**config.mk**
```make
export PLATFORM = sky130hd
export DESIGN_NAME = cru_sequencer
export DESIGN_NICKNAME = d
export VERILOG_FILES = /design/src/rtl/cru_pkg.sv /design/src/rtl/cru_wdog.sv /design/src/rtl/cru_sequencer.sv
export SDC_FILE = /design/constraint.sdc
export NUM_CORES = 1
export LEC_CHECK = 0
export CORE_MARGIN = 10
export CORE_UTILIZATION = 29
export CTS_CLUSTER_SIZE = 30
export DETAILED_ROUTE_END_ITERATION = 10
export PLACE_DENSITY = 0.48
export SLEW_MARGIN = 20
export SYNTH_ARGS = -nofsm -noshare
export SYNTH_HDL_FRONTEND = slang
export SYNTH_HIERARCHICAL = 1
export SYNTH_SLANG_ARGS = --single-unit
```
**constraint.sdc**
```tcl
create_clock -name clk -period 2.05 [get_ports clk]
set_input_delay 0.41 -clock clk [delete_from_list [all_inputs] [get_ports clk]]
set_output_delay 0.41 -clock clk [all_outputs]
set_load 0.05 [all_outputs]
```
**src/rtl/cru_pkg.sv**
```systemverilog
// cru_pkg: shared definitions for the CRU clock-enable domain sequencer.
// Domain indices follow the cru enable bus ordering, fastest first.
`timescale 1ns/1ps
package cru_pkg;

   localparam int NDOM   = 4;
   localparam int D_48M  = 0;
   localparam int D_1M6  = 1;
   localparam int D_960K = 2;
   localparam int D_32K  = 3;

   typedef enum logic [2:0] {UP, RUN, DOWN, SLEEP, FAULT} cru_seq_state_t;

endpackage

```
**src/rtl/cru_wdog.sv**
```systemverilog
// cru_wdog: tick-timeout counter. Counts clk cycles since the last tick or
// clear and raises expired once CYCLES cycles have elapsed; saturates there.
`timescale 1ns/1ps
module cru_wdog #(
   parameter int CYCLES = 16384
) (
   input  logic clk,
   input  logic reset,
   input  logic clr,
   input  logic tick,
   output logic expired
);

   localparam int W = $clog2(CYCLES + 1);

   logic [W-1:0] r_cnt;

   assign expired = (r_cnt == W'(CYCLES));

   // Restart on any tick or clear, otherwise count up and hold at the limit
   always_ff @(posedge clk) begin
      if (reset || clr || tick) begin
         r_cnt <= '0;
      end else if (!expired) begin
         r_cnt <= r_cnt + W'(1);
      end
   end

endmodule

```
**src/rtl/cru_sequencer.sv**
```systemverilog
// cru_sequencer: power-up/sleep sequencer for the four CRU enable domains.
// Releases domains fast-to-slow after reset, parks them slow-to-fast on a
// sleep_req/sleep_ack level handshake. Every mask/reset change happens on a
// tick of the affected domain's own enable.
// Optional watchdog: define CRU_SEQ_WDOG_EN to time out a stage whose enable
// stops ticking; without it fault is tied low and FAULT is unreachable.
`timescale 1ns/1ps
module cru_sequencer
   import cru_pkg::*;
#(
   parameter int HOLD        = 4,
   parameter int WDOG_CYCLES = 16384
) (
   input  logic            clk,
   input  logic            reset,
   input  logic [NDOM-1:0] en_i,
   input  logic            sleep_req,
   output logic [NDOM-1:0] en_o,
   output logic [NDOM-1:0] rst_o,
   output logic            ready,
   output logic            sleep_ack,
   output logic            fault
);

   localparam int           CNT_W   = $clog2(HOLD + 1);
   localparam logic [CNT_W-1:0] HOLD_M1 = CNT_W'(HOLD - 1);
   localparam logic [1:0]   LAST    = 2'(NDOM - 1);

   if (HOLD < 1) begin : g_bad_hold
      $error("cru_sequencer: HOLD must be at least 1");
   end
   if (WDOG_CYCLES < 1) begin : g_bad_wdog
      $error("cru_sequencer: WDOG_CYCLES must be at least 1");
   end

   cru_seq_state_t   r_state;
   logic [1:0]       r_stage;
   logic [CNT_W-1:0] r_cnt;
   logic [NDOM-1:0]  r_mask;
   logic [NDOM-1:0]  r_rst;
   logic             r_ready;
   logic             r_ack;

   logic w_tick;
   logic w_expired;

   // Only the enable of the stage currently being sequenced matters
   assign w_tick = en_i[r_stage];

`ifdef CRU_SEQ_WDOG_EN
   logic w_active;
   logic r_fault;

   assign w_active = (r_state == UP) || (r_state == DOWN);

   // Stage changes always coincide with a tick, so tick also covers them
   cru_wdog #(.CYCLES(WDOG_CYCLES)) u_wdog (
      .clk     (clk),
      .reset   (reset),
      .clr     (!w_active),
      .tick    (w_tick),
      .expired (w_expired)
   );

   // Fault flag latches on timeout and is cleared only by reset
   always_ff @(posedge clk) begin
      if (reset) begin
         r_fault <= 1'b0;
      end else if (w_active && w_expired) begin
         r_fault <= 1'b1;
      end
   end

   assign fault = r_fault;
`else
   assign w_expired = 1'b0;
   assign fault     = 1'b0;
`endif

   // Sequencer FSM: stage-by-stage release and park, all outputs registered
   always_ff @(posedge clk) begin
      // NOTE: every register here uses <= so all updates see pre-edge values;
      // a blocking '=' would let later lines observe this edge's new state.
      if (reset) begin
         r_state <= UP;
         r_stage <= '0;
         r_cnt   <= '0;
         r_mask  <= '0;
         r_rst   <= '1;
         r_ready <= 1'b0;
         r_ack   <= 1'b0;
      end else if (((r_state == UP) || (r_state == DOWN)) && w_expired) begin
         r_state <= FAULT;
         r_mask  <= '0;
         r_rst   <= '1;
         r_ready <= 1'b0;
         r_ack   <= 1'b0;
      end else begin
         case (r_state)
            UP: begin
               if (w_tick) begin
                  if (r_cnt == HOLD_M1) begin
                     r_cnt            <= '0;
                     r_mask[r_stage]  <= 1'b1;
                     r_rst[r_stage]   <= 1'b0;
                     if (r_stage == LAST) begin
                        r_state <= RUN;
                        r_ready <= 1'b1;
                     end else begin
                        r_stage <= r_stage + 2'd1;
                     end
                  end else begin
                     r_cnt <= r_cnt + CNT_W'(1);
                  end
               end
            end
            RUN: begin
               if (sleep_req) begin
                  r_ready <= 1'b0;
                  r_state <= DOWN;
                  r_stage <= LAST;
               end
            end
            DOWN: begin
               if (w_tick) begin
                  r_mask[r_stage] <= 1'b0;
                  r_rst[r_stage]  <= 1'b1;
                  if (r_stage == 2'd0) begin
                     r_state <= SLEEP;
                     r_ack   <= 1'b1;
                  end else begin
                     r_stage <= r_stage - 2'd1;
                  end
               end
            end
            SLEEP: begin
               if (!sleep_req) begin
                  r_ack   <= 1'b0;
                  r_state <= UP;
                  r_stage <= '0;
                  r_cnt   <= '0;
               end
            end
            FAULT: ;
            default: ;
         endcase
      end
   end

   // The final tick of a parking domain still passes: mask drops after it
   assign en_o      = en_i & r_mask;
   assign rst_o     = r_rst;
   assign ready     = r_ready;
   assign sleep_ack = r_ack;

endmodule
```
# == Word level (Yosys, flattened, before mapping) ==
# Index checks and enable logic that the tools add are counted.
# word_totals
rom_bits,0
elab_cells,86
inputBits,7
latch_bits,0
ramBits,0
register_bits,18
n_memories,0
# op_classes
n_mul,0
bitwise_logic,6
reduce_logical,14
shift,0
muxes,40
eq_ne,14
addsub,3
div,0
magnitude_cmp,2
# op_table
op,n
$mux W3,9
$mux W4,6
$pmux W4 S2,2
$reduce_and A8 Y1,2
$mux W2,7
$and A4 B4 Y4,3
$ne A2 B2 Y1 const B,6
$pmux W3 S4,1
$eq A3 B2 Y1 const B,3
$mux W1,9
$or A4 B4 Y4,2
$pmux W2 S4,1
$reduce_and A4 Y1,2
$reduce_bool A2 Y1,4
$ne A2 B1 Y1 const B,3
$pmux W3 S2,1
$reduce_and A5 Y1,1
$not A4 Y4,1
$pmux W1 S2,2
$reduce_bool A4 Y1,1
$add A3 B1 Y3 const B,1
$eq A3 B1 Y1 const B,1
$logic_not A3 Y1,1
$lt A2 B3 Y1 const B,1
9 further kinds,9

# == Logic depth before layout (Yosys ltp) ==
# depth
ltp_word,9
depth_mapped,7
mapped_depth_nobuf,6

# == Worst setup path before layout ==
# OpenSTA, ideal clock, no wires.
# synth_path
path_type,register to register
from,register r_state[0]
to,register with a tool-made name
n_path_buf,1
period_less_slack_ns,2.010
arrival_time_ns,1.889
path_stages_with_launch,7
path_slack_ns,0.040
setup_time_ns,0.121
cell_sequence,dfxtp_1 -> inv_1 -> ha_1 -> clkbuf_1 -> or3b_2 -> a21boi_0 -> mux2_2
# synth_lines
item,line_no,rtl
from (decl),cru_sequencer.sv:36,cru_seq_state_t r_state;
from (signal assigned),cru_sequencer.sv:85,r_state <= UP;
from (signal assigned),cru_sequencer.sv:93,r_state <= FAULT;
from (signal assigned),cru_sequencer.sv:107,r_state <= RUN;

==> summary.txt <==
YOSYS
--------------------------------------------------------------------------------
Synth area leader ................................................. sky130_fd_sc_hd__dfxtp_1
Netlist area before placement .....................................   1100 sq um
Seq cells post-synth ..............................................           17
Leading post-synthesis cells by instance count .................... 17 x sky130_fd_sc_hd__dfxtp_1, 12 x sky130_fd_sc_hd__a21oi_1, 8 x sky130_fd_sc_hd__ha_1
Top area cells in the synthesized netlist ......................... sky130_fd_sc_hd__dfxtp_1 31%, sky130_fd_sc_hd__ha_1 9.1%, sky130_fd_sc_hd__a21oi_1 5.5%
Async set-reset flop share out of synthesis .......................            0
Avg Inst Size Synth ...............................................   9.01 sq um
Fraction of post-synthesis cell area in the top cell type by area .        0.309
Syn Nets ..........................................................          137
Distinct cells, synth .............................................           41
Mapped Cells ......................................................          122
Count leader, synth ............................................... sky130_fd_sc_hd__dfxtp_1
Number of warnings reported in the yosys synthesis log ............            6
Number of enable flip-flop cells after synthesis ..................            0
Top flip-flop cell by instance count after synthesis .............. sky130_fd_sc_hd__dfxtp_1
Share of the yosys chip area belonging to registers ...............        0.309

ROUTE
--------------------------------------------------------------------------------
Remaining antenna violation count after routing ...................            0
Length of the first detailed-routing pass in iterations ...........            4
Per-cell routed wire length .......................................      13.7 um
Total routed wirelength ...........................................      2660 um
DRC viols .........................................................            0
Drt via density ...................................................         4.93
1st-iter DRT viols ................................................           45
Via count .........................................................          956

DIE
--------------------------------------------------------------------------------
Count of boundary I/O pins ........................................           18
Total Die Area ....................................................   6660 sq um
Initial Util ......................................................        0.300
Core region area ..................................................   3660 sq um
Die span in y .....................................................      81.6 um
Die Width .........................................................      81.6 um
Site row count ....................................................           22

CLOCK NETWORK
--------------------------------------------------------------------------------
Clock Sink Count ..................................................           17
Number of CTS-inserted buffers ....................................            3
Reg clk slew, reported paths ......................................      0.07 ns
Cell at the root of the clock tree ................................ sky130_fd_sc_hd__clkbuf_8
Clock buffer depth ................................................            2
Clock insertion delay at the later pin of the skew report .........      0.25 ns
Setup Buffers After CTS ...........................................            0
CTS tree ..........................................................         done
Number of levels the H-tree was split into ........................            1

POWER
--------------------------------------------------------------------------------
Pwr Density .......................................................  455 nW/um^2
Power consumption .................................................       661 uW
IR drop worst, VDD ................................................     0.153 mV
Reported leakage power ............................................     0.545 nW

SETUP PATH
--------------------------------------------------------------------------------
Chain of cells forming the critical path .......................... inv_1 -> ha_4 -> or3b_2 -> a21boi_0 -> mux2_2
Endpoint arrival time on the critical path ........................      1.99 ns
CP Capture Type ...................................................         flop
Biggest cell delay along the critical path ........................      0.47 ns
Critical Path Slowest Stage Cell .................................. sky130_fd_sc_hd__or3b_2
Buffer and inverter count on the worst path .......................            1
Depth of the worst register-to-register path ......................            5
Sort of element at the start of the critical path .................         flop
Maximum fanout along the worst path ...............................            9
Stages on worst setup path ........................................            5
Kind of cell adding the most delay to the critical path ........... simple AND/OR/NAND/NOR gates
Kind of critical path .............................................   reg -> reg
Endpoint required time on the critical path .......................      2.19 ns

HOLD PATH
--------------------------------------------------------------------------------
Min-Delay Path Class ..............................................   reg -> reg
Instance count along the most critical hold path ..................            2

TIMING
--------------------------------------------------------------------------------
RSZ-0062 raised after global routing ..............................        false
Max Clock Freq ....................................................    0.541 GHz
Period Utilization, post-route ....................................        0.902
Final number of hold-violating endpoints ..........................            0
Final setup skew ..................................................   0.00340 ns
Worst Tran Pin Value ..............................................     0.499 ns
Final total negative setup slack ..................................         0 ns
Setup-violating endpoint count in the final report ................            0
Count of final max-slew check failures ............................            0
Setup ws final ....................................................     0.202 ns
Worst hold slack after final layout ...............................     0.477 ns
Worst slew margin .................................................        0.666
Time the worst path needs with I/O delays and setup ...............      1.85 ns

PLACED DESIGN
--------------------------------------------------------------------------------
Placed wire-length estimate .......................................      2160 um
Placed instance count .............................................          190
Setup WS pre-CTS ..................................................   -0.0761 ns
Placer congestion estimate ........................................        0.809
PortBufs ..........................................................           16
Dpl cell area .....................................................   1390 sq um

GRT
--------------------------------------------------------------------------------
Total routing resource utilization after global routing ...........       0.0812
Initial antenna violation count ...................................            0
Via count of the first global-routing pass ........................          918
Global-route wire length before repair ............................      4390 um
Congestion Overflow GR ............................................            0
Largest net degree at the start of global routing .................           10

FINAL LAYOUT
--------------------------------------------------------------------------------
Post-Layout Inst Area .............................................   1460 sq um
Fraction of layout cells with a size suffix above 1 ...............        0.212
Nets@finish .......................................................          162
Non-Filler Instances ..............................................          194
Combined area of the multi-input logic cells ......................    708 sq um
Number of inserted filler cells in the final layout ...............          372
Layout area overhead ..............................................        32.3%
Post-layout util ..................................................        0.397
ANT cells .........................................................            0
Total area of sequential cells ....................................    340 sq um

RUN
--------------------------------------------------------------------------------
# Max-Cap Violations ..............................................            0

STATUS
--------------------------------------------------------------------------------
Result of the run ................................................. finished clean

## cells by family after synthesis
logic type / count (synthesis) / synth area share
AO/OA/AOI/OAI: 44 / 0.280
AND/OR/NAND/NOR: 35 / 0.185
flip-flops: 17 / 0.309
buffers and inverters: 11 / 0.0626
adder cells (fa/ha/maj): 8 / 0.0910
multiplexers: 4 / 0.0523
XOR/XNOR: 2 / 0.0159
other: 1 / 0.00341
## worst reg2reg max path, delay by kind of cell (launching register included)
family | cells | cell delay (ns)
compound gates | 1 | 0.22
fa+ha+maj | 1 | 0.20
buf+inv | 1 | 0.10
flops | 1 | 0.40
mux | 1 | 0.35
simple gates | 1 | 0.47
## cell type report
class | instances | share of cell area
Inverter | 3 | 0.00774
Clock buffer | 4 | 0.0310
Tap cell | 48 | 0.0413
Multi-Input combinational cell | 94 | 0.487
Sequential cell | 17 | 0.234
Timing Repair Buffer | 28 | 0.199
## layout by cell type (no fill, tap or decap), types with 2 or more instances in the layout
cell and n:
sky130_fd_sc_hd__dfxtp_1 17, sky130_fd_sc_hd__a21oi_1 12, sky130_fd_sc_hd__clkdlybuf4s50_1 12, sky130_fd_sc_hd__buf_4 12, sky130_fd_sc_hd__and2_1 6, sky130_fd_sc_hd__nor2_1 6
sky130_fd_sc_hd__nor2b_1 6, sky130_fd_sc_hd__ha_1 6, sky130_fd_sc_hd__a211oi_1 5, sky130_fd_sc_hd__a31oi_1 5, sky130_fd_sc_hd__nand2_1 4, sky130_fd_sc_hd__a311oi_1 4
sky130_fd_sc_hd__o21ai_0 4, sky130_fd_sc_hd__buf_12 4, sky130_fd_sc_hd__nand2b_1 3, sky130_fd_sc_hd__o21a_1 3, sky130_fd_sc_hd__a21boi_0 3, sky130_fd_sc_hd__clkbuf_8 3
sky130_fd_sc_hd__inv_1 2, sky130_fd_sc_hd__xnor2_1 2, sky130_fd_sc_hd__or2_2 2
## power by group
| group | switching [mW] | internal (mW) |
|---|---|---|
| logic | 0.0378 | 0.0340 |
| clock network | 0.113 | 0.138 |
| registers | 0.00355 | 0.335 |
| total | 0.155 | 0.507 |
## repair_timing
action | in CTS | in global routing
hold buffers | 0 | 0
endpoints found under the setup margin | 0 | 2
hold endpoints to repair | 0 | 0
resized for setup | 0 | 5
## routing by layer
layer  part of all wire  track usage
met3              0.043       0.0186
met4             0.0064       0.0306
met1               0.48        0.102
met2               0.47        0.133
met5                  0            0
## final timing paths
check	endpoint	slack (ns)	start
min reg2reg	sleep_ack$_SDFFE_PP0P_	0.48	sleep_ack$_SDFFE_PP0P_
min	sleep_ack$_SDFFE_PP0P_	0.48	sleep_ack$_SDFFE_PP0P_
max reg2reg	flop	0.20	r_state[1]$_SDFFE_PP0P_
max	flop	0.20	r_state[1]$_SDFFE_PP0P_
Power figures use the tool's default switching activity.
